File: config.mk
export PLATFORM = sky130hd
export DESIGN_NAME = parser_layer_rule_match_flat
export DESIGN_NICKNAME = d
export VERILOG_FILES = /design/src/rtl/parser_layer_rule_match_if.sv /design/src/rtl/parser_layer_rule_match.sv /design/src/flat_wrapper.sv
export SDC_FILE = /design/constraint.sdc
export NUM_CORES = 2
export LEC_CHECK = 0
export ABC_AREA = 1
export BUFFER_PORTS_ARGS = -buffer_cell sky130_fd_sc_hd__clkbuf_2
export CORE_MARGIN = 1
export CORE_UTILIZATION = 40
export DETAILED_ROUTE_END_ITERATION = 7
export HOLD_SLACK_MARGIN = 0.05
export PLACE_DENSITY_LB_ADDON = 0.25
export SLEW_MARGIN = 20
export SYNTH_ARGS = -nofsm -noshare
export SYNTH_HDL_FRONTEND = slang
export SYNTH_SLANG_ARGS = --single-unit
export TNS_END_PERCENT = 100
File: constraint.sdc
create_clock -name i_clk -period 5.72 [get_ports i_clk]
set_input_delay 1.144 -clock i_clk [delete_from_list [all_inputs] [get_ports i_clk]]
set_output_delay 1.144 -clock i_clk [all_outputs]
set_load 0.01 [all_outputs]
File: src/rtl/parser_layer_rule_match_if.sv
`default_nettype none
// +----------------------------------------------------------------------------+
// | parser_layer_rule_match_if                                                 |
// | Header stream, match result and config bus of the per-layer rule matcher.  |
// | Revision: 1.0                                                              |
// +----------------------------------------------------------------------------+
interface parser_layer_rule_match_if #(
  parameter int HEAD_WIDTH       = 512,
  parameter int TYPE_WIDTH       = 8,
  parameter int TYPE_NUM         = 2,
  parameter int RULE_NUM         = 8,
  parameter int KEY_FILED_NUM    = 8,
  parameter int KEY_OFFSET_WIDTH = 5,
  parameter int HEAD_SHIFT_WIDTH = 5,
  parameter int META_SHIFT_WIDTH = 5,
  parameter int CNT_WIDTH        = 32
);
  localparam int TOW     = $clog2(HEAD_WIDTH / TYPE_WIDTH);
  localparam int RIW     = $clog2(RULE_NUM);
  localparam int KOW     = KEY_FILED_NUM * (KEY_OFFSET_WIDTH + 1);
  localparam int RULE_W  = 1 + 2 * TYPE_NUM * TYPE_WIDTH + KOW + HEAD_SHIFT_WIDTH + META_SHIFT_WIDTH;
  localparam int OFFW    = TYPE_NUM * TOW;
  localparam int CFG_DW0 = (RULE_W > CNT_WIDTH) ? RULE_W : CNT_WIDTH;
  localparam int CFG_DW  = (CFG_DW0 > OFFW) ? CFG_DW0 : OFFW;

  logic                        i_head_valid;
  logic [HEAD_WIDTH-1:0]       i_head;
  logic                        o_head_ready;
  logic                        o_valid;
  logic                        i_ready;
  logic [HEAD_WIDTH-1:0]       o_head;
  logic                        o_hit;
  logic [RIW-1:0]              o_rule_idx;
  logic [KOW-1:0]              o_key_offset;
  logic [HEAD_SHIFT_WIDTH-1:0] o_head_shift;
  logic [META_SHIFT_WIDTH-1:0] o_meta_shift;
  logic                        i_cfg_wren;
  logic                        i_cfg_rden;
  logic [RIW+1:0]              i_cfg_addr;
  logic [CFG_DW-1:0]           i_cfg_wdata;
  logic [CFG_DW-1:0]           o_cfg_rdata;
  logic                        o_cfg_rvalid;

  modport master (
    output i_head_valid, i_head, i_ready, i_cfg_wren, i_cfg_rden, i_cfg_addr, i_cfg_wdata,
    input  o_head_ready, o_valid, o_head, o_hit, o_rule_idx, o_key_offset,
           o_head_shift, o_meta_shift, o_cfg_rdata, o_cfg_rvalid
  );

  modport slave (
    input  i_head_valid, i_head, i_ready, i_cfg_wren, i_cfg_rden, i_cfg_addr, i_cfg_wdata,
    output o_head_ready, o_valid, o_head, o_hit, o_rule_idx, o_key_offset,
           o_head_shift, o_meta_shift, o_cfg_rdata, o_cfg_rvalid
  );
endinterface
`default_nettype wire

File: src/rtl/parser_layer_rule_match.sv
`default_nettype none
// +----------------------------------------------------------------------------+
// | parser_layer_rule_match                                                    |
// | Two-stage type extract + masked priority rule match with config/counters. |
// | Revision: 1.0                                                              |
// +----------------------------------------------------------------------------+
module parser_layer_rule_match #(
  parameter int HEAD_WIDTH       = 512,
  parameter int TYPE_WIDTH       = 8,
  parameter int TYPE_NUM         = 2,
  parameter int RULE_NUM         = 8,
  parameter int KEY_FILED_NUM    = 8,
  parameter int KEY_OFFSET_WIDTH = 5,
  parameter int HEAD_SHIFT_WIDTH = 5,
  parameter int META_SHIFT_WIDTH = 5,
  parameter int CNT_WIDTH        = 32
) (
  input logic i_clk,
  input logic i_rst,
  parser_layer_rule_match_if.slave bus
);
  localparam int TOW       = $clog2(HEAD_WIDTH / TYPE_WIDTH);
  localparam int RIW       = $clog2(RULE_NUM);
  localparam int KOW       = KEY_FILED_NUM * (KEY_OFFSET_WIDTH + 1);
  localparam int TFW       = TYPE_NUM * TYPE_WIDTH;
  localparam int RULE_W    = 1 + 2 * TFW + KOW + HEAD_SHIFT_WIDTH + META_SHIFT_WIDTH;
  localparam int OFFW      = TYPE_NUM * TOW;
  localparam int CFG_DW0   = (RULE_W > CNT_WIDTH) ? RULE_W : CNT_WIDTH;
  localparam int CFG_DW    = (CFG_DW0 > OFFW) ? CFG_DW0 : OFFW;
  localparam int HS_LSB    = META_SHIFT_WIDTH;
  localparam int KEY_LSB   = HS_LSB + HEAD_SHIFT_WIDTH;
  localparam int MASK_LSB  = KEY_LSB + KOW;
  localparam int DATA_LSB  = MASK_LSB + TFW;
  localparam int VALID_BIT = DATA_LSB + TFW;
  localparam int POS_NUM   = HEAD_WIDTH / TYPE_WIDTH;

  logic                        w_en;
  logic                        r_s1_valid;
  logic [HEAD_WIDTH-1:0]       r_s1_head;
  logic [TYPE_WIDTH-1:0]       r_s1_type [TYPE_NUM];
  logic [TYPE_WIDTH-1:0]       w_type [TYPE_NUM];
  logic [RULE_W-1:0]           r_rule [RULE_NUM];
  logic [OFFW-1:0]             r_type_off;
  logic [CNT_WIDTH-1:0]        r_hit_cnt [RULE_NUM];
  logic [CNT_WIDTH-1:0]        r_miss_cnt;
  logic [RULE_NUM-1:0]         w_match;
  logic [RIW-1:0]              w_win;
  logic [RULE_W-1:0]           w_win_rule;
  logic                        w_hit;
  logic                        w_load;
  logic [1:0]                  w_region;
  logic [RIW-1:0]              w_idx;
  logic [CFG_DW-1:0]           w_rdata;

  logic                        r_valid;
  logic [HEAD_WIDTH-1:0]       r_head;
  logic                        r_hit;
  logic [RIW-1:0]              r_idx;
  logic [KOW-1:0]              r_key;
  logic [HEAD_SHIFT_WIDTH-1:0] r_hs;
  logic [META_SHIFT_WIDTH-1:0] r_ms;
  logic                        r_rvalid;
  logic [CFG_DW-1:0]           r_rdata;

  // Every stage advances together; a stalled output freezes the whole pipe.
  assign w_en     = !r_valid || bus.i_ready;
  assign w_region = bus.i_cfg_addr[RIW+1:RIW];
  assign w_idx    = bus.i_cfg_addr[RIW-1:0];

  generate
    for (genvar k = 0; k < TYPE_NUM; k++) begin : g_type
      logic [TOW-1:0] w_off;
      assign w_off = r_type_off[(TYPE_NUM-k)*TOW-1 -: TOW];
      always_comb begin
        w_type[k] = '0;
        for (int j = 0; j < POS_NUM; j++) begin
          if (w_off == TOW'(j)) begin
            w_type[k] = bus.i_head[HEAD_WIDTH-1-TYPE_WIDTH*j -: TYPE_WIDTH];
          end
        end
      end
    end

    for (genvar r = 0; r < RULE_NUM; r++) begin : g_rule
      logic [TYPE_NUM-1:0] w_fmatch;
      for (genvar k = 0; k < TYPE_NUM; k++) begin : g_field
        assign w_fmatch[k] =
          ((r_s1_type[k] ^ r_rule[r][DATA_LSB+(TYPE_NUM-1-k)*TYPE_WIDTH +: TYPE_WIDTH]) &
            r_rule[r][MASK_LSB+(TYPE_NUM-1-k)*TYPE_WIDTH +: TYPE_WIDTH]) == '0;
      end
      assign w_match[r] = r_rule[r][VALID_BIT] && (&w_fmatch);
    end
  endgenerate

  always_comb begin
    w_win = '0;
    for (int r = RULE_NUM - 1; r >= 0; r--) begin
      if (w_match[r]) begin
        w_win = RIW'(r);
      end
    end
  end

  assign w_win_rule = r_rule[w_win];
  assign w_hit      = r_s1_valid && (|w_match);
  assign w_load     = w_en && r_s1_valid;

  always_ff @(posedge i_clk) begin
    if (i_rst) begin
      r_s1_valid <= 1'b0;
      r_s1_head  <= '0;
      for (int k = 0; k < TYPE_NUM; k++) r_s1_type[k] <= '0;
      r_valid    <= 1'b0;
      r_head     <= '0;
      r_hit      <= 1'b0;
      r_idx      <= '0;
      r_key      <= '0;
      r_hs       <= '0;
      r_ms       <= '0;
    end else if (w_en) begin
      r_s1_valid <= bus.i_head_valid;
      r_s1_head  <= bus.i_head;
      for (int k = 0; k < TYPE_NUM; k++) r_s1_type[k] <= w_type[k];
      r_valid    <= r_s1_valid;
      r_head     <= r_s1_head;
      r_hit      <= w_hit;
      if (w_hit) begin
        r_idx <= w_win;
        r_key <= w_win_rule[KEY_LSB +: KOW];
        r_hs  <= w_win_rule[HS_LSB +: HEAD_SHIFT_WIDTH];
        r_ms  <= w_win_rule[META_SHIFT_WIDTH-1:0];
      end else begin
        r_idx <= '0;
        r_key <= '0;
        r_hs  <= '0;
        r_ms  <= '0;
      end
    end
  end

  always_ff @(posedge i_clk) begin
    if (i_rst) begin
      for (int r = 0; r < RULE_NUM; r++) r_rule[r] <= '0;
      r_type_off <= '0;
    end else if (bus.i_cfg_wren) begin
      if (w_region == 2'd0) r_rule[w_idx] <= bus.i_cfg_wdata[RULE_W-1:0];
      if (w_region == 2'd3) r_type_off <= bus.i_cfg_wdata[OFFW-1:0];
    end
  end

  // A clear in the same cycle as an increment leaves the counter at zero.
  always_ff @(posedge i_clk) begin
    if (i_rst) begin
      for (int r = 0; r < RULE_NUM; r++) r_hit_cnt[r] <= '0;
      r_miss_cnt <= '0;
    end else begin
      for (int r = 0; r < RULE_NUM; r++) begin
        if (bus.i_cfg_wren && w_region == 2'd1 && w_idx == RIW'(r)) begin
          r_hit_cnt[r] <= '0;
        end else if (w_load && w_hit && w_win == RIW'(r) && r_hit_cnt[r] != '1) begin
          r_hit_cnt[r] <= r_hit_cnt[r] + CNT_WIDTH'(1);
        end
      end
      if (bus.i_cfg_wren && w_region == 2'd2) begin
        r_miss_cnt <= '0;
      end else if (w_load && !w_hit && r_miss_cnt != '1) begin
        r_miss_cnt <= r_miss_cnt + CNT_WIDTH'(1);
      end
    end
  end

  always_comb begin
    w_rdata = '0;
    case (w_region)
      2'd0:    w_rdata[RULE_W-1:0]    = r_rule[w_idx];
      2'd1:    w_rdata[CNT_WIDTH-1:0] = r_hit_cnt[w_idx];
      2'd2:    w_rdata[CNT_WIDTH-1:0] = r_miss_cnt;
      default: w_rdata[OFFW-1:0]      = r_type_off;
    endcase
  end

  always_ff @(posedge i_clk) begin
    if (i_rst) begin
      r_rvalid <= 1'b0;
      r_rdata  <= '0;
    end else begin
      r_rvalid <= bus.i_cfg_rden;
      if (bus.i_cfg_rden) r_rdata <= w_rdata;
    end
  end

  assign bus.o_head_ready = w_en;
  assign bus.o_valid      = r_valid;
  assign bus.o_head       = r_head;
  assign bus.o_hit        = r_hit;
  assign bus.o_rule_idx   = r_idx;
  assign bus.o_key_offset = r_key;
  assign bus.o_head_shift = r_hs;
  assign bus.o_meta_shift = r_ms;
  assign bus.o_cfg_rvalid = r_rvalid;
  assign bus.o_cfg_rdata  = r_rdata;
endmodule
`default_nettype wire

File: src/flat_wrapper.sv
// flat-port wrapper written by rule: the top's interface ports become plain ports
module parser_layer_rule_match_flat 
#(
  parameter int HEAD_WIDTH       = 512,
  parameter int TYPE_WIDTH       = 8,
  parameter int TYPE_NUM         = 2,
  parameter int RULE_NUM         = 8,
  parameter int KEY_FILED_NUM    = 8,
  parameter int KEY_OFFSET_WIDTH = 5,
  parameter int HEAD_SHIFT_WIDTH = 5,
  parameter int META_SHIFT_WIDTH = 5,
  parameter int CNT_WIDTH        = 32
)
  (i_clk, i_rst, bus_i_head_valid, bus_i_head, bus_i_ready, bus_i_cfg_wren, bus_i_cfg_rden, bus_i_cfg_addr, bus_i_cfg_wdata, bus_o_head_ready, bus_o_valid, bus_o_head, bus_o_hit, bus_o_rule_idx, bus_o_key_offset, bus_o_head_shift, bus_o_meta_shift, bus_o_cfg_rdata, bus_o_cfg_rvalid);
  parser_layer_rule_match_if #(.HEAD_WIDTH(HEAD_WIDTH), .TYPE_WIDTH(TYPE_WIDTH), .TYPE_NUM(TYPE_NUM), .RULE_NUM(RULE_NUM), .KEY_FILED_NUM(KEY_FILED_NUM), .KEY_OFFSET_WIDTH(KEY_OFFSET_WIDTH), .HEAD_SHIFT_WIDTH(HEAD_SHIFT_WIDTH), .META_SHIFT_WIDTH(META_SHIFT_WIDTH), .CNT_WIDTH(CNT_WIDTH)) bus_i ();
  input logic i_clk;
  input logic i_rst;
  input wire logic [$bits(bus_i.i_head_valid)-1:0] bus_i_head_valid;
  input wire logic [$bits(bus_i.i_head)-1:0] bus_i_head;
  input wire logic [$bits(bus_i.i_ready)-1:0] bus_i_ready;
  input wire logic [$bits(bus_i.i_cfg_wren)-1:0] bus_i_cfg_wren;
  input wire logic [$bits(bus_i.i_cfg_rden)-1:0] bus_i_cfg_rden;
  input wire logic [$bits(bus_i.i_cfg_addr)-1:0] bus_i_cfg_addr;
  input wire logic [$bits(bus_i.i_cfg_wdata)-1:0] bus_i_cfg_wdata;
  output wire logic [$bits(bus_i.o_head_ready)-1:0] bus_o_head_ready;
  output wire logic [$bits(bus_i.o_valid)-1:0] bus_o_valid;
  output wire logic [$bits(bus_i.o_head)-1:0] bus_o_head;
  output wire logic [$bits(bus_i.o_hit)-1:0] bus_o_hit;
  output wire logic [$bits(bus_i.o_rule_idx)-1:0] bus_o_rule_idx;
  output wire logic [$bits(bus_i.o_key_offset)-1:0] bus_o_key_offset;
  output wire logic [$bits(bus_i.o_head_shift)-1:0] bus_o_head_shift;
  output wire logic [$bits(bus_i.o_meta_shift)-1:0] bus_o_meta_shift;
  output wire logic [$bits(bus_i.o_cfg_rdata)-1:0] bus_o_cfg_rdata;
  output wire logic [$bits(bus_i.o_cfg_rvalid)-1:0] bus_o_cfg_rvalid;
  assign bus_i.i_head_valid = bus_i_head_valid;
  assign bus_i.i_head = bus_i_head;
  assign bus_i.i_ready = bus_i_ready;
  assign bus_i.i_cfg_wren = bus_i_cfg_wren;
  assign bus_i.i_cfg_rden = bus_i_cfg_rden;
  assign bus_i.i_cfg_addr = bus_i_cfg_addr;
  assign bus_i.i_cfg_wdata = bus_i_cfg_wdata;
  assign bus_o_head_ready = bus_i.o_head_ready;
  assign bus_o_valid = bus_i.o_valid;
  assign bus_o_head = bus_i.o_head;
  assign bus_o_hit = bus_i.o_hit;
  assign bus_o_rule_idx = bus_i.o_rule_idx;
  assign bus_o_key_offset = bus_i.o_key_offset;
  assign bus_o_head_shift = bus_i.o_head_shift;
  assign bus_o_meta_shift = bus_i.o_meta_shift;
  assign bus_o_cfg_rdata = bus_i.o_cfg_rdata;
  assign bus_o_cfg_rvalid = bus_i.o_cfg_rvalid;
  parser_layer_rule_match #(.HEAD_WIDTH(HEAD_WIDTH), .TYPE_WIDTH(TYPE_WIDTH), .TYPE_NUM(TYPE_NUM), .RULE_NUM(RULE_NUM), .KEY_FILED_NUM(KEY_FILED_NUM), .KEY_OFFSET_WIDTH(KEY_OFFSET_WIDTH), .HEAD_SHIFT_WIDTH(HEAD_SHIFT_WIDTH), .META_SHIFT_WIDTH(META_SHIFT_WIDTH), .CNT_WIDTH(CNT_WIDTH)) u_core (.i_clk(i_clk), .i_rst(i_rst), .bus(bus_i));
endmodule
==> results.json <==
{
  "run_status": "finished, final reports clean",
  "p_per_area_nw_per_um2": 326,
  "number_of_antenna_violations_at_the_first_check_in_global_routing": 105,
  "grt_usage": 0.405,
  "synthesis.instances": 12100,
  "p_leak_nw": 49.1,
  "setup.reg_to_reg.worst_slack_ns": 0.18,
  "cts.root.buffer_cell": "sky130_fd_sc_hd__clkbuf_16",
  "worst_hold_startpoint": "bus_i_head_valid",
  "finalSetupViolCount": 0,
  "final_net_count": 13900,
  "worst_path_arrival_time_ns": 6.05,
  "synth_area_sq_um": 99300,
  "ys_ff_latch": 2224,
  "cap_violations": 0,
  "detail_route.wirelength_mm": 524,
  "max_freq_mhz": 181,
  "synth-main-ff-cell": "sky130_fd_sc_hd__dfxtp_1",
  "routabilityCongestion": 1.09,
  "clock_skew_ns": 0.132,
  "yosys-top-cells-count": "sky130_fd_sc_hd__nand2_1, sky130_fd_sc_hd__inv_1, sky130_fd_sc_hd__nor2_1, sky130_fd_sc_hd__dfxtp_1, sky130_fd_sc_hd__o21ai_0",
  "floorplan.die_area_sq_um": 250000,
  "finish.utilization": 0.483,
  "finalNonFillerCells": 16900,
  "yosys_warnings": 0,
  "post-place-cells": 16400,
  "clock_latency_on_the_worst_skew_pair_ns": 0.95,
  "irDropWorstVdd_mv": 0.316,
  "synth_enable_flop_cells": 1000,
  "globalRouteOverflowTotal": 0,
  "min_to": "u_core.r_s1_valid",
  "layout-drive-gt1-share": 0.154,
  "hold-path-cell-count": 3,
  "syn_to_final_growth_pct": 19.8,
  "grt_first_pass_wirelength_mm": 704,
  "path_clk_slew_ns": 0.06,
  "timing.critical_path.to_type": "flop",
  "hold_violations": 0,
  "ant_nets": 0,
  "synth.yosys.seq_area_share": 0.549,
  "vias_after_detailed_routing": 96100,
  "post_synth.cell_area_avg_sq_um": 8.21,
  "synth.top_cell.area_share": 0.302,
  "clock_tree.htree_level_count": 4,
  "final_period_minus_worst_setup_slack_ns": 5.54,
  "synth_top_area_cell": "sky130_fd_sc_hd__edfxtp_1",
  "grt_setup_unrepaired": "true",
  "worstReg2RegStart": "u_core.r_s1_type[0][12]",
  "crit_type": "flop to flop",
  "crit_path_cells": "inv_2, o21ai_0, o21ai_0, or3_1, a2111o_1, nor3_1, inv_1, nand2_1, nor2_1, inv_1, nand2_1, nor3_1, o21ai_2, nand2_1, buf_4",
  "std_cell_rows": 182,
  "postCtsSetupBuffers": 0,
  "drt_pass1_iterations": 6,
  "dr.first_iter.drc_count": 13200,
  "pin_count_of_the_biggest_net_entering_global_routing": 216,
  "yosysUniqueCellTypes": 74,
  "r2r_cells": 15,
  "io_pins": 1282,
  "first_global_vias": 87200,
  "cpMostUsedCell": "sky130_fd_sc_hd__nand2_1",
  "synth_fp_nets": 12700,
  "path_max_fanout": 32,
  "cts_buffers": 240,
  "synth-async-reset-ratio": 0,
  "starting_density": 0.403,
  "crit_required_ns": 6.23,
  "die_width_um": 500,
  "chipHeight_um": 500,
  "finalCritPeriodShare": 0.969,
  "core_area_sq_um": 246000,
  "critPathSlowestCell": "sky130_fd_sc_hd__nor3_1",
  "worst_slew_margin_rel": 0.168,
  "tritoncts": "built",
  "place_hpwl_mm": 394,
  "detail_route.vias_per_cell": 5.68,
  "worstHoldPathType": "input port to flop",
  "buffers_from_clock_root_to_sink_at_most": 3,
  "worst_pin_slew_ns": 1.25,
  "nFillCells": 24600,
  "drc_errors": 0,
  "cts_num_sinks": 2224,
  "count_leader_synth": "sky130_fd_sc_hd__nand2_1",
  "critical_path.startpoint_type": "flop",
  "drv_slew": 0,
  "max_stage_delay_ns": 1.03,
  "top_area_cells_in_the_synthesized_netlist": "sky130_fd_sc_hd__edfxtp_1, sky130_fd_sc_hd__dfxtp_1, sky130_fd_sc_hd__nand2_1",
  "io_buffer_count": 1281,
  "worst_r2r_endpoint": "u_core.r_hit_cnt[2][8]",
  "route.detailed.wl_per_inst_um": 31.0
}
[stage by stage]
stage / cell area [sq um] / power, W / TNS (ns) / worst slack [ns] / hold WS [ns]
CTS: 119000 / 0.0387 / 0 / 0.377 / 0.345
finish: 119000 / 0.0388 / 0 / 0.180 / 0.398
floorplan: 99300 / 0.0201 / 0 / 0.469 / 0.444
detailed placement: 110000 / 0.0226 / 0 / 0.0731 / 0.443
global placement: 110000 / 0.0226 / 0 / 0.0267 / 0.438
global route: 119000 / 0.0397 / -0.0302 / -0.0302 / 0.414
[timing repair]
item                                    CTS  global route
hold buffers                              0             0
gates resized for setup                   0             2
endpoints found under the setup margin    0             3
[state kept, by name, indices dropped and copies added (netlist names), 3 cells and up]
name and count:
u_core.bus.o_cfg_rdata 91, u_core.r_type_off 12, u_core.r_rule 728, u_core.bus.o_meta_shift 5, u_core.r_hit_cnt 256, u_core.r_s1_head 512, u_core.r_s1_type 16, u_core.bus.o_key_offset 48
u_core.bus.o_rule_idx 3, u_core.r_miss_cnt 32, u_core.bus.o_head 512, u_core.bus.o_head_shift 5
[power breakdown]
group          internal (W)  total, W  switching, W
Clock               0.00931    0.0163       0.00704
Combinational       0.00113   0.00453       0.00340
Sequential           0.0174    0.0179      0.000494
Total                0.0279    0.0388        0.0109
[cell type report]
cell class / count / area [sq um] / share of cell area
antenna: 56 / 140 / 0.00118
multi-input combinational: 7514 / 36000 / 0.303
sequential: 2224 / 54500 / 0.459
inverter: 1772 / 6670 / 0.0561
tap: 3312 / 4140 / 0.0348
clock buffer: 330 / 6800 / 0.0572
clock inverter: 123 / 1500 / 0.0126
timing repair buffer: 1574 / 9100 / 0.0765
[worst max-delay path by stage]
stage | start | endpoint | slack [ns] | cells after the start
3_3_place_gp | bus_i_head[504] | u_core.r_s1_type[0][8] | 0.03 | 37
5_1_grt | u_core.r_type_off[10] | u_core.r_s1_type[0][0] | -0.03 | 39
3_5_place_dp | bus_i_head[480] | u_core.r_s1_type[0][8] | 0.07 | 37
6_report | u_core.r_s1_type[0][12] | u_core.r_hit_cnt[2][8] | 0.18 | 15
2_1_floorplan | bus_i_cfg_addr[0] | u_core.r_rule[1][0] | 0.47 | 8
4_1_cts | u_core.r_type_off[2] | u_core.r_s1_type[0][8] | 0.38 | 39
[critical path: cells and delay by family, from the launching register on]
family                 cells  cell delay (ns)
AND/OR/NAND/NOR            7             2.36
buffers and inverters      4             1.09
AO/OA/AOI/OAI              4             0.91
flip-flops                 1             0.68
[routing by layer]
layer	routed length (um)	vias to the layer above	part of all wire	track usage
li1	-	42900	-	-
met4	43700	44	0.083	0.292
met2	218000	5997	0.42	0.578
met3	62800	1220	0.12	0.122
met5	277	-	0.00053	0
met1	200000	45900	0.38	0.518
[cells by family after synthesis]
| kind of cell | share of synthesized area |
|---|---|
| AO/OA/AOI/OAI | 0.154 |
| XOR/XNOR | 0.00626 |
| adder cells (fa/ha/maj) | 0.00113 |
| AND/OR/NAND/NOR | 0.199 |
| buffers and inverters | 0.0902 |
| flip-flops | 0.549 |
[layout by cell type, fill, tap and decap left out, drive strengths merged, types with 82 or more instances in the layout]
cell    Yosys  routed
nand4     264     264
o22ai     507     507
nand2    2630    2630
nor3b      82      82
clkinv      4      86
buf        83     294
a21oi     550     550
a221oi     86      86
o21ai    1189    1189
nor3      136     136
inv      1768    1778
dfxtp    1224    1224
nand3     220     220
clkbuf    506    1610
nor2     1361    1361
edfxtp   1000    1000
(Power assumes the default switching activity.)
